$ cat src/rtl/posit_req_arbiter.sv
// posit_req_arbiter: round-robin sharing of one posit_top unit among NUM_REQ
// requesters. A single-entry issue stage holds the granted command, and an
// in-order tracking FIFO records requester IDs so that in-order results can be
// steered back to their originators.
// Optional feature macro: POSIT_ARB_PERF_EN enables the issue/stall counters;
// when it is undefined the perf ports are tied to zero.
module posit_req_arbiter #(
  parameter int unsigned WIDTH        = 32,
  parameter int unsigned NUM_OPERANDS = 3,
  parameter int unsigned NUM_REQ      = 2,
  parameter int unsigned MAX_OUT      = 4,
  localparam int unsigned CMD_W       = NUM_OPERANDS * WIDTH + 8
) (
  input  logic                            clk_i,
  input  logic                            rst_i,
  input  logic [NUM_REQ-1:0]              req_valid_i,
  output logic [NUM_REQ-1:0]              req_ready_o,
  input  logic [NUM_REQ-1:0][CMD_W-1:0]   req_cmd_i,
  output logic                            unit_valid_o,
  input  logic                            unit_ready_i,
  output logic [CMD_W-1:0]                unit_cmd_o,
  input  logic                            unit_out_valid_i,
  output logic                            unit_out_ready_o,
  input  logic [WIDTH-1:0]                unit_result_i,
  input  logic [4:0]                      unit_status_i,
  output logic [NUM_REQ-1:0]              rsp_valid_o,
  input  logic [NUM_REQ-1:0]              rsp_ready_i,
  output logic [WIDTH-1:0]                rsp_result_o,
  output logic [4:0]                      rsp_status_o,
  output logic                            err_o,
  output logic [NUM_REQ-1:0][15:0]        perf_issue_o,
  output logic [15:0]                     perf_stall_o
);

  localparam int unsigned IDX_W = (NUM_REQ > 1) ? $clog2(NUM_REQ) : 1;
  localparam int unsigned PTR_W = (MAX_OUT > 1) ? $clog2(MAX_OUT) : 1;
  localparam int unsigned CNT_W = $clog2(MAX_OUT + 1);

  typedef enum logic {
    ST_EMPTY = 1'b0,
    ST_HELD  = 1'b1
  } state_t;

  state_t            state;
  logic [IDX_W-1:0]  rr_ptr;
  logic [IDX_W-1:0]  grant_idx;
  logic              grant_found;
  logic [31:0]       cand;
  logic              can_accept;
  logic              accept;

  logic [IDX_W-1:0]  fifo_q [MAX_OUT];
  logic [PTR_W-1:0]  wr_ptr;
  logic [PTR_W-1:0]  rd_ptr;
  logic [CNT_W-1:0]  count;
  logic [IDX_W-1:0]  head;
  logic              fifo_empty;
  logic              pop;

  // Round-robin grant: first valid requester searching upward from rr_ptr+1
  always_comb begin
    grant_found = 1'b0;
    grant_idx   = '0;
    cand        = '0;
    for (int unsigned k = 1; k <= NUM_REQ; k++) begin
      cand = (32'(rr_ptr) + k) % NUM_REQ;
      if (!grant_found && req_valid_i[IDX_W'(cand)]) begin
        grant_found = 1'b1;
        grant_idx   = IDX_W'(cand);
      end
    end
  end

  // Accept when the issue slot frees this cycle and a tracking slot is free
  always_comb begin
    can_accept = ((state == ST_EMPTY) || unit_ready_i) && (count < CNT_W'(MAX_OUT));
    accept     = can_accept && grant_found;
  end

  // Only the granted requester sees ready
  always_comb begin
    req_ready_o = '0;
    if (accept) begin
      req_ready_o[grant_idx] = 1'b1;
    end
  end

  // Issue stage FSM: held command, valid flag and round-robin pointer
  always_ff @(posedge clk_i) begin
    if (rst_i) begin
      state        <= ST_EMPTY;
      unit_valid_o <= 1'b0;
      unit_cmd_o   <= '0;
      rr_ptr       <= IDX_W'(NUM_REQ - 1);
    end else begin
      case (state)
        ST_EMPTY: begin
          if (accept) begin
            state        <= ST_HELD;
            unit_valid_o <= 1'b1;
            unit_cmd_o   <= req_cmd_i[grant_idx];
            rr_ptr       <= grant_idx;
          end
        end
        ST_HELD: begin
          if (accept) begin
            // Unit takes the held command while a new one is loaded
            state        <= ST_HELD;
            unit_valid_o <= 1'b1;
            unit_cmd_o   <= req_cmd_i[grant_idx];
            rr_ptr       <= grant_idx;
          end else if (unit_ready_i) begin
            state        <= ST_EMPTY;
            unit_valid_o <= 1'b0;
          end
        end
        default: begin
          state        <= ST_EMPTY;
          unit_valid_o <= 1'b0;
        end
      endcase
    end
  end

  // Tracking FIFO status and response-side handshake
  always_comb begin
    head       = fifo_q[rd_ptr];
    fifo_empty = (count == '0);
    pop        = unit_out_valid_i && !fifo_empty && rsp_ready_i[head];
  end

  // Tracking FIFO storage: requester ID of each issued command
  always_ff @(posedge clk_i) begin
    if (accept) begin
      fifo_q[wr_ptr] <= grant_idx;
    end
  end

  // Tracking FIFO pointers and occupancy
  always_ff @(posedge clk_i) begin
    if (rst_i) begin
      wr_ptr <= '0;
      rd_ptr <= '0;
      count  <= '0;
    end else begin
      if (accept) begin
        wr_ptr <= wr_ptr + PTR_W'(1);
      end
      if (pop) begin
        rd_ptr <= rd_ptr + PTR_W'(1);
      end
      case ({accept, pop})
        2'b10:   count <= count + CNT_W'(1);
        2'b01:   count <= count - CNT_W'(1);
        default: count <= count;
      endcase
    end
  end

  // Response steering; an untracked result is swallowed
  always_comb begin
    rsp_valid_o = '0;
    if (unit_out_valid_i && !fifo_empty) begin
      rsp_valid_o[head] = 1'b1;
    end
    unit_out_ready_o = fifo_empty ? 1'b1 : rsp_ready_i[head];
    rsp_result_o     = unit_result_i;
    rsp_status_o     = unit_status_i;
  end

  // Sticky error on a result that has no tracked command
  always_ff @(posedge clk_i) begin
    if (rst_i) begin
      err_o <= 1'b0;
    end else if (unit_out_valid_i && fifo_empty) begin
      err_o <= 1'b1;
    end
  end

`ifdef POSIT_ARB_PERF_EN
  logic [NUM_REQ-1:0][15:0] issue_cnt;
  logic [15:0]              stall_cnt;

  // Saturating per-requester issue and global stall counters
  always_ff @(posedge clk_i) begin
    if (rst_i) begin
      issue_cnt <= '0;
      stall_cnt <= '0;
    end else begin
      for (int unsigned i = 0; i < NUM_REQ; i++) begin
        if (accept && (grant_idx == IDX_W'(i)) && (issue_cnt[i] != 16'hFFFF)) begin
          issue_cnt[i] <= issue_cnt[i] + 16'd1;
        end
      end
      if ((|req_valid_i) && !accept && (stall_cnt != 16'hFFFF)) begin
        stall_cnt <= stall_cnt + 16'd1;
      end
    end
  end

  assign perf_issue_o = issue_cnt;
  assign perf_stall_o = stall_cnt;
`else
  assign perf_issue_o = '0;
  assign perf_stall_o = '0;
`endif

endmodule

$ cat config.mk
export PLATFORM = sky130hd
export DESIGN_NAME = posit_req_arbiter
export DESIGN_NICKNAME = d
export VERILOG_FILES = /design/src/rtl/posit_req_arbiter.sv
export SDC_FILE = /design/constraint.sdc
export NUM_CORES = 1
export LEC_CHECK = 0
export ABC_AREA = 0
export CAP_MARGIN = 10
export CORE_AREA = 8 8 168 170
export CTS_BUF_LIST = sky130_fd_sc_hd__clkbuf_8
export DETAILED_ROUTE_END_ITERATION = 12
export DIE_AREA = 0 0 176 178
export GPL_ROUTABILITY_DRIVEN = 0
export SYNTH_ARGS = -nofsm -noshare
export SYNTH_HDL_FRONTEND = slang
export SYNTH_SLANG_ARGS = --single-unit
export TNS_END_PERCENT = 20
$ cat constraint.sdc
create_clock -name clk_i -period 2.27 [get_ports clk_i]
set_input_delay 0.3405 -clock clk_i [delete_from_list [all_inputs] [get_ports clk_i]]
set_output_delay 0.3405 -clock clk_i [all_outputs]
set_load 0.005 [all_outputs]
==> results of run 1 <==
==> area by class of cell <==
class,count,area (um2),area share
clock buffers,18,247.7,0.02558
inverters,6,22.52,0.002325
clock inverters,13,202.7,0.02093
multi-input cells,415,2831,0.2923
well taps,335,419.2,0.04328
repair buffers,348,3498,0.3612
flip-flops and latches,121,2464,0.2544
==> cell families (layout without fill, tap and decap cells) <==
group | count (synthesis) | in the layout
compound gates | 118 | 118
xor+xnor | 4 | 4
fa+ha+maj | 6 | 6
buf+inv | 140 | 385
flops | 121 | 121
mux | 107 | 107
other cells | 1 | 48
simple gates | 132 | 132
==> power by group through the flow <==
| stage | clock network (W) | logic [W] | registers, W |
|---|---|---|---|
| floorplan | 0 | 0.00131 | 0.00287 |
| global placement | 0 | 0.00275 | 0.00284 |
| detailed placement | 0 | 0.00277 | 0.00285 |
| CTS | 0.00232 | 0.00277 | 0.00281 |
| global route | 0.00243 | 0.00302 | 0.00286 |
| finish | 0.00223 | 0.00275 | 0.00280 |
==> worst paths after layout <==
kind	from	endpoint	slack, ns	cells after the start
setup / recovery	fifo_q[2]	count[2]	-0.08	9
hold / removal	rst_i	rd_ptr[0]	0.38	2
setup reg to reg	fifo_q[2]	count[2]	-0.08	9
hold reg to reg	unit_valid_o	unit_valid_o	0.45	2
==> what timing repair did <==
action                                  4_1_cts  5_1_grt
endpoints found under the setup margin        6        4
hold buffers                                  0        0
setup buffers                                 1        1
pin swaps                                     0        1
resized for setup                             7        4
==> critical path, delay by kind of cell (launching register included) <==
| family | cells | cell delay [ns] |
|---|---|---|
| compound gates | 1 | 0.11 |
| xor+xnor | 1 | 0.15 |
| fa+ha+maj | 2 | 0.49 |
| buf+inv | 2 | 0.17 |
| flops | 1 | 0.37 |
| mux | 2 | 0.69 |
| simple gates | 1 | 0.32 |
==> routing by layer <==
layer | part of all wire | GRT usage | wire length [um] | up-vias
met5 | 0 | 0 | 0 | -
met4 | 0.016 | 0.03674 | 314 | 0
met3 | 0.074 | 0.04551 | 1497 | 19
met2 | 0.50 | 0.2091 | 10000 | 215
met1 | 0.41 | 0.1406 | 8378 | 2285
li1 | - | - | - | 2657
==> Yosys cell counts (all sizes together) <==
master / number / area, um2
a211o: 1 / 8.760
a211oi: 104 / 780.8
a21boi: 1 / 7.510
a21oi: 7 / 35.03
a31o: 1 / 8.760
and2: 5 / 31.28
and3: 1 / 7.510
buf: 116 / 799.5
clkbuf: 18 / 67.56
conb: 1 / 3.750
dfxtp: 117 / 2342
edfxtp: 4 / 120.1
fa: 1 / 20.02
ha: 5 / 62.56
inv: 6 / 22.52
mux2i: 106 / 1065
mux4: 1 / 22.52
nand2: 6 / 22.52
nand2b: 2 / 12.51
nor2: 114 / 427.9
nor2b: 1 / 6.260
nor3: 1 / 5.000
o21ai: 1 / 5.000
o21bai: 1 / 7.510
o311ai: 2 / 17.52
or3: 2 / 12.51
xnor2: 2 / 17.52
xor2: 2 / 17.52
==> sequential cells by signal (all words and copies together) (netlist names), named ones only <==
signal	count
state	1
unit_valid_o	1
err_o	1
unit_cmd_o	104
wr_ptr	2
fifo_q	4
count	3
rr_ptr	1
rd_ptr	2
==> metrics by stage <==
stage,hold slack (ns),area (um2),std cells
after floorplan,0.4303,6147,676
after global placement,0.4450,9204,1223
after detailed placement,0.4508,9204,1223
after CTS,0.3498,9661,1255
after global routing,0.3625,9686,1256
final,0.3788,9686,1256
==> run summary, run 1 <==
Synth Area in Compound Gates -> 0.1462
DR WL/cell -> 16.08 um
Residual DRC -> 0
Worst EP arrival -> 2.71 ns
Failing checks -> setup timing
Vias -> 5176
Most frequent cells in the layout -> clkdlybuf4s50_1, dfxtp_1, nor2_1, mux2i_1, a211oi_1
Fin worst setup slack -> -0.08468 ns
Main combinational cell family by area after synthesis -> multiplexers
RSZ-0062 raised after global routing -> true
Drt pass-1 iters -> 4
WP data required -> 2.63 ns
Sequential area share after synthesis -> 0.4134
Pleak -> 3.811 nW
Layout Nets -> 1168
Endpoints failing setup -> 1
Synth unique cells -> 31
Crit end category -> flop
Layout Skew -> 0.008523 ns
Power per standard cell area -> 803.6 nW/um2
Relative slew slack -> 0.6096
Die Width -> 176 um
Synthesized flop and latch total -> 121
Global route overflow -> 0
Clock power frac -> 0.287
Post-DP HPWL -> 15860 um
Place WS -> -0.2170 ns
Slew Limit Fails -> 0
GR Util All Layers -> 0.1224
Commonest non-fill, non-tap cell in the layout -> clkdlybuf4s50_1
Period utilization -> 1.037
Layout area overhead -> 62.59%
P_sw -> 0.002309 W
Routed WL -> 20200 um
Startpoint types -> flop
Height of the die -> 178 um
Clock sink count -> 121
Via/cell ratio -> 4.121
Status -> finished with violations
FILL cells -> 2625
CTS HTree Levels -> 4
Initial Util -> 0.2326
Hold Crit Class -> input port to flop
Ant diodes -> 0
Share of synthesized area spent on multiplexers -> 0.1825
Initial antenna violation count -> 0
First-pass GRT wire length -> 30360 um
Vias in the first global route -> 5419
Worst Path Max Fanout -> 2
Fin. Hold Viols -> 0
I/O pin cnt -> 449
Post-route setup TNS -> -0.08468 ns
F_max -> 424.7 MHz
Syn Std Cell Area -> 5957 um2
Flop pwr share -> 0.360
Initial DRC Count -> 161
# port buffers -> 326
CTS Buffer Depth -> 2
Worst-Margin Slew -> 0.5783 ns
Clock latency on the worst-skew pair -> 0.42 ns
Core area -> 25620 um2
Die Footprint -> 31330 um2
Critical path, cell by cell -> mux4_2 -> buf_6 -> mux2i_4 -> ha_4 -> inv_2 -> fa_2 -> xor2_1 -> or3_1 -> a21oi_2
Final design utilization -> 0.3781
Share of cells above drive strength 1 -> 0.07058
Final min period -> 2.355 ns
Num rows -> 59
Post-Synth XOR/XNOR Area -> 0.005881
Post-synthesis adder-cell area fraction -> 0.01386
Combinational Power Share -> 0.353
Worst VDD drop -> 0.3936 mV
CTS tree -> done
Clk root buf -> clkbuf_8
Synth Area in Simple Gates -> 0.08822
Antenna viol nets, final -> 0
CP max stage delay -> 0.51 ns
Internal -> 0.005474 W
Pin count of the biggest net entering global routing -> 109
Crit path kind -> flop to flop
Clk pin slew, worst setup/hold paths -> 0.08 ns
Cells after Synth -> 629
YS warnings -> 0
Max_cap viols -> 0
CTS Buf Count -> 17
Syn Area/Cell -> 9.471 um2
Tot Pwr -> 0.007783 W
Slowest CP cell -> mux4_2
Switching part of the total -> 0.2966
(Power assumes the default switching activity.)
==> run 2, diff against run 1 <==
--- a/config.mk
+++ b/config.mk
@@ -12,6 +12,7 @@
 export DETAILED_ROUTE_END_ITERATION = 12
 export DIE_AREA = 0 0 176 178
 export GPL_ROUTABILITY_DRIVEN = 0
+export SKIP_LAST_GASP = 1
 export SYNTH_ARGS = -nofsm -noshare
 export SYNTH_HDL_FRONTEND = slang
 export SYNTH_SLANG_ARGS = --single-unit
==> run 2 against run 1 <==
The run still ends with setup timing left; non-clock buffer count did not move; final area hardly changed; core utilization hardly changed; sequential share of layout area about the same; hold slack about the same; clock power about the same; largest cell class unchanged; highest routed layer unchanged.
==> run summary, run 2 (synthesized netlist as in run 1, its figures left out) <==
Vias -> 5168 (was 5176)
Layout Skew -> 0.009088 ns (was 0.008523 ns)
Top reg by flops -> unit_cmd_o (unchanged)
Post-route setup TNS -> -0.1042 ns (was -0.08468 ns)
Height of the die -> 178 um (unchanged)
Layout Nets -> 1168 (unchanged)
RSZ-0062 raised after global routing -> true (unchanged)
CTS tree -> done (unchanged)
Worst EP arrival -> 2.73 ns (was 2.71 ns)
Hold Crit Class -> input port to flop (unchanged)
Ant diodes -> 0 (unchanged)
Worst Path Max Fanout -> 2 (unchanged)
Via/cell ratio -> 4.115 (was 4.121)
WP data required -> 2.63 ns (about the same)
Relative slew slack -> 0.6096 (unchanged)
Drt pass-1 iters -> 4 (unchanged)
GR Util All Layers -> 0.1224 (unchanged)
Worst-Margin Slew -> 0.5783 ns (unchanged)
Vias in the first global route -> 5419 (unchanged)
CTS Buffer Depth -> 2 (unchanged)
I/O pin cnt -> 449 (unchanged)
Endpoints failing setup -> 1 (unchanged)
Die Width -> 176 um (unchanged)
Global route overflow -> 0 (unchanged)
Routed WL -> 20160 um (was 20200 um)
Startpoint types -> flop (unchanged)
Clock sink count -> 121 (unchanged)
Period utilization -> 1.046 (was 1.037)
Max reg flops -> 104 (unchanged)
Residual DRC -> 0 (unchanged)
Share of cells above drive strength 1 -> 0.06840 (was 0.07058)
Final min period -> 2.374 ns (was 2.355 ns)
CTS HTree Levels -> 4 (unchanged)
Fin worst setup slack -> -0.1042 ns (was -0.08468 ns)
Final Non-Filler Cells -> 1256 (unchanged)
Initial antenna violation count -> 0 (unchanged)
Initial Util -> 0.2326 (unchanged)
Clock latency on the worst-skew pair -> 0.42 ns (about the same)
Commonest non-fill, non-tap cell in the layout -> clkdlybuf4s50_1 (unchanged)
Failing checks -> setup timing (unchanged)
Dpl cells -> 1223 (unchanged)
Placed Area -> 9204 um2 (unchanged)
Worst VDD drop -> 0.3935 mV (was 0.3936 mV)
Die Footprint -> 31330 um2 (unchanged)
CTS Buf Count -> 17 (unchanged)
First-pass GRT wire length -> 30360 um (unchanged)
Final design utilization -> 0.3779 (was 0.3781)
Antenna viol nets, final -> 0 (unchanged)
Crit path kind -> flop to flop (unchanged)
Max_cap viols -> 0 (unchanged)
Post-DP HPWL -> 15860 um (unchanged)
Clk root buf -> clkbuf_8 (unchanged)
Status -> finished with violations (unchanged)
Most frequent cells in the layout -> clkdlybuf4s50_1, dfxtp_1, nor2_1, mux2i_1, a211oi_1 (unchanged)
Pin count of the biggest net entering global routing -> 109 (unchanged)
DR WL/cell -> 16.05 um (was 16.08 um)
Core area -> 25620 um2 (unchanged)
Crit end category -> flop (unchanged)
Pleak -> 3.800 nW (was 3.811 nW)
Clk pin slew, worst setup/hold paths -> 0.08 ns (about the same)
Power per standard cell area -> 802.9 nW/um2 (was 803.6 nW/um2)
Num rows -> 59 (unchanged)
Biggest regs -> unit_cmd_o (104), fifo_q (4), count (3) (unchanged)
Layout area overhead -> 62.51% (was 62.59%)
Slew Limit Fails -> 0 (unchanged)
# port buffers -> 326 (unchanged)
Initial DRC Count -> 176 (was 161)
Worst hold slack -> 0.3791 ns (was 0.3788 ns)
Fin. Hold Viols -> 0 (unchanged)
Final Instance Area -> 9681 um2 (was 9686 um2)
F_max -> 421.2 MHz (was 424.7 MHz)
run 2: critical path, stage by stage, from the launching register on:
cell      delay [ns]
edfxtp_1        0.37
mux4_2          0.50
buf_4           0.16
mux2i_4         0.18
ha_4            0.15
inv_1           0.04
fa_2            0.33
xor2_1          0.15
or3_1           0.32
a21oi_2         0.11
run 2: worst paths after layout:
check / start / to / slack [ns] / depth (start not counted)
min: rst_i / rd_ptr[0] / 0.38 / 2
max reg2reg: fifo_q[2] / count[2] / -0.10 / 9
max: fifo_q[2] / count[2] / -0.10 / 9
min reg2reg: unit_valid_o / unit_valid_o / 0.45 / 2
run 2: metal layers:
layer | global-route usage | vias up | routed length, um
met1 | 0.1406 | 2274 | 8306
li1 | - | 2656 | -
met2 | 0.2091 | 219 | 10010
met5 | 0 | - | 0
met3 | 0.04551 | 19 | 1535
met4 | 0.03674 | 0 | 306
run 2: metrics by stage:
step / setup slack, ns / total power, W
floorplan: -0.02368 / 0.004178
global placement: -0.1828 / 0.005591
detailed placement: -0.2170 / 0.005620
CTS: -0.1565 / 0.007910
global route: -0.2569 / 0.008314
finish: -0.1042 / 0.007772
run 2: power by group:
group	total (W)	switching [W]	internal, W
Clock	0.00223	0.000903	0.00133
Sequential	0.00280	0.000232	0.00257
Combinational	0.00274	0.00117	0.00157
Total	0.00777	0.00230	0.00547
run 2: timing repair:
item                                    in CTS  in global routing
setup buffers                                1                  1
pin swaps                                    0                  1
hold buffers                                 0                  0
resized for setup                            4                  2
endpoints found under the setup margin       6                  6
run 2: layout make-up:
type	count	area [um2]
clock buffer	18	247.7
clock inverter	13	202.7
fill	2628	15940
inverter	6	22.52
multi-input combinational	415	2828
sequential	121	2464
tap	335	419.2
timing repair buffer	348	3497
==> run 3, diff against run 2 <==
--- a/config.mk
+++ b/config.mk
@@ -12,6 +12,7 @@
 export DETAILED_ROUTE_END_ITERATION = 12
 export DIE_AREA = 0 0 176 178
 export GPL_ROUTABILITY_DRIVEN = 0
+export REMOVE_ABC_BUFFERS = 1
 export SKIP_LAST_GASP = 1
 export SYNTH_ARGS = -nofsm -noshare
 export SYNTH_HDL_FRONTEND = slang
==> run 3 against run 2 <==
The run still ends with setup timing left; worst setup slack got worse by 0.016 ns; clock-buffer cell count increased by 2; flip-flop and latch count unchanged; combinational power about the same; register-to-register slack got worse by 0.02 ns; final area decreased by 0.41%; critical path type unchanged; first-iteration DRC count increased by 14%; total power decreased by 1.6%; highest routed layer is now met5; non-clock buffer count increased by 2; maximum frequency decreased by 0.65%.
==> run summary, run 3 (synthesized netlist as in run 1, its figures left out) <==
Switching part of the total -> 0.3057 (was 0.2960)
Max reg flops -> 104 (unchanged)
Startpoint types -> flop (unchanged)
F_max -> 418.4 MHz (was 421.2 MHz)
Crit end category -> flop (unchanged)
Pleak -> 3.791 nW (was 3.800 nW)
Clock latency on the worst-skew pair -> 0.43 ns (was 0.42 ns)
Layout Nets -> 1170 (was 1168)
CP max stage delay -> 0.53 ns (was 0.50 ns)
RSZ-0062 raised after global routing -> true (unchanged)
Flop pwr share -> 0.366 (was 0.361)
Antenna viol nets, final -> 0 (unchanged)
P_sw -> 0.002337 W (was 0.002301 W)
Worst-Margin Slew -> 0.8605 ns (was 0.5783 ns)
Period utilization -> 1.053 (was 1.046)
Layout area overhead -> 61.84% (was 62.51%)
Commonest non-fill, non-tap cell in the layout -> clkdlybuf4s50_1 (unchanged)
Slew Limit Fails -> 0 (unchanged)
# port buffers -> 326 (unchanged)
Failing checks -> setup timing (unchanged)
Drt pass-1 iters -> 4 (unchanged)
Initial Util -> 0.2326 (unchanged)
Clock sink count -> 121 (unchanged)
Hold Crit Class -> input port to flop (unchanged)
Worst hold slack -> 0.3761 ns (was 0.3791 ns)
Residual DRC -> 0 (unchanged)
Status -> finished with violations (unchanged)
Combinational Power Share -> 0.356 (was 0.353)
Height of the die -> 178 um (unchanged)
Layout Skew -> 0.01369 ns (was 0.009088 ns)
Clock power frac -> 0.278 (was 0.287)
Fin worst setup slack -> -0.1199 ns (was -0.1042 ns)
Crit path kind -> flop to flop (unchanged)
Worst EP arrival -> 2.74 ns (was 2.73 ns)
Fin. Hold Viols -> 0 (unchanged)
Hold buffer count at cts -> 0 (unchanged)
Ant diodes -> 0 (unchanged)
WP data required -> 2.62 ns (was 2.63 ns)
Pin count of the biggest net entering global routing -> 215 (was 109)
Routed WL -> 23090 um (was 20160 um)
Post-route setup TNS -> -0.1267 ns (was -0.1042 ns)
Core area -> 25620 um2 (unchanged)
Vias in the first global route -> 5465 (was 5419)
FF+latch area -> 2462 um2 (was 2464 um2)
Clk pin slew, worst setup/hold paths -> 0.07 ns (was 0.08 ns)
Initial antenna violation count -> 1 (was 0)
Die Footprint -> 31330 um2 (unchanged)
Vias -> 5196 (was 5168)
CTS Buffer Depth -> 2 (unchanged)
Place WS -> -0.2442 ns (was -0.2170 ns)
Tot Pwr -> 0.007645 W (was 0.007772 W)
CTS tree -> done (unchanged)
Biggest regs -> unit_cmd_o (104), fifo_q (4), count (3) (unchanged)
Share of cells above drive strength 1 -> 0.07035 (was 0.06840)
CTS Buf Count -> 17 (unchanged)
Endpoints failing setup -> 2 (was 1)
Final min period -> 2.390 ns (was 2.374 ns)
Max_cap viols -> 0 (unchanged)
Slowest CP cell -> mux4_2 (unchanged)
CTS HTree Levels -> 4 (unchanged)
Power per standard cell area -> 793.0 nW/um2 (was 802.9 nW/um2)
Worst VDD drop -> 0.7308 mV (was 0.3935 mV)
Global route overflow -> 0 (unchanged)
Internal -> 0.005308 W (was 0.005472 W)
Final design utilization -> 0.3763 (was 0.3779)
Top reg by flops -> unit_cmd_o (unchanged)
Initial DRC Count -> 200 (was 176)
GR Util All Layers -> 0.1410 (was 0.1224)
Most frequent cells in the layout -> clkdlybuf4s50_1, dfxtp_1, nor2_1, mux2i_1, a211oi_1 (unchanged)
Relative slew slack -> 0.4264 (was 0.6096)
DR WL/cell -> 18.34 um (was 16.05 um)
Multi-input logic area -> 2805 um2 (was 2828 um2)
FILL cells -> 2629 (was 2628)
Worst Path Max Fanout -> 2 (unchanged)
Num rows -> 59 (unchanged)
Via/cell ratio -> 4.127 (was 4.115)
Critical path, cell by cell -> mux4_2 -> mux2i_2 -> ha_2 -> inv_1 -> fa_2 -> xor2_1 -> or3_1 -> a21oi_1 (was mux4_2 -> buf_4 -> mux2i_4 -> ha_4 -> inv_1 -> fa_2 -> xor2_1 -> or3_1 -> a21oi_2)
First-pass GRT wire length -> 33100 um (was 30360 um)
Post-DP HPWL -> 18460 um (was 15860 um)
I/O pin cnt -> 449 (unchanged)
Die Width -> 176 um (unchanged)
Clk root buf -> clkbuf_8 (unchanged)
-- run 3: path summary, 6_finish.rpt --
kind,cells after the start,slack (ns),from,endpoint
hold reg to reg,2,0.46,unit_valid_o,unit_valid_o
hold / removal,2,0.38,rst_i,flop
setup reg to reg,8,-0.12,fifo_q[3],count[2]
setup / recovery,8,-0.12,fifo_q[3],count[2]
-- run 3: layout make-up --
cell class / count / area share
repair buffers: 350 / 0.3625
multi-input cells: 415 / 0.2910
flip-flops and latches: 121 / 0.2554
well taps: 335 / 0.04348
clock buffers: 20 / 0.02855
clock inverters: 12 / 0.01674
inverters: 6 / 0.002336
-- run 3: power groups by stage --
stage | clock network, W | logic, W | registers, W
after floorplan | 0 | 0.00135 | 0.00278
after global placement | 0 | 0.00275 | 0.00283
after detailed placement | 0 | 0.00275 | 0.00285
after CTS | 0.00223 | 0.00276 | 0.00280
after global routing | 0.00232 | 0.00300 | 0.00286
final | 0.00213 | 0.00272 | 0.00280
-- run 3: repair_timing --
action / CTS / global route
setup buffers: 0 / 0
pin swaps: 0 / 1
endpoints found under the setup margin: 6 / 7
gates resized for setup: 3 / 3
-- run 3: critical path: cells and delay by family (launching register included) --
family                     cells  cell delay [ns]
AOI/OAI and AO/OA              1             0.13
xor gates and xnor gates       1             0.16
adders and majority gates      2             0.54
buffers and inverters          1             0.06
DFF                            1             0.36
muxes                          2             0.77
and+or+nand+nor                1             0.30
-- run 3: metrics by stage --
stage | std cells | area, um2
6_report | 1259 | 9641
5_1_grt | 1259 | 9641
4_1_cts | 1259 | 9633
3_5_place_dp | 1227 | 9195
3_3_place_gp | 1227 | 9195
2_1_floorplan | 542 | 5266
-- run 3: routing by layer --
layer / GRT usage / routed length [um] / vias to the layer above
met1: 0.1639 / 9590 / 2299
met4: 0.03674 / 259 / 4
met5: 0.03040 / 138 / -
met3: 0.08594 / 2575 / 14
li1: - / - / 2648
met2: 0.2127 / 10530 / 231
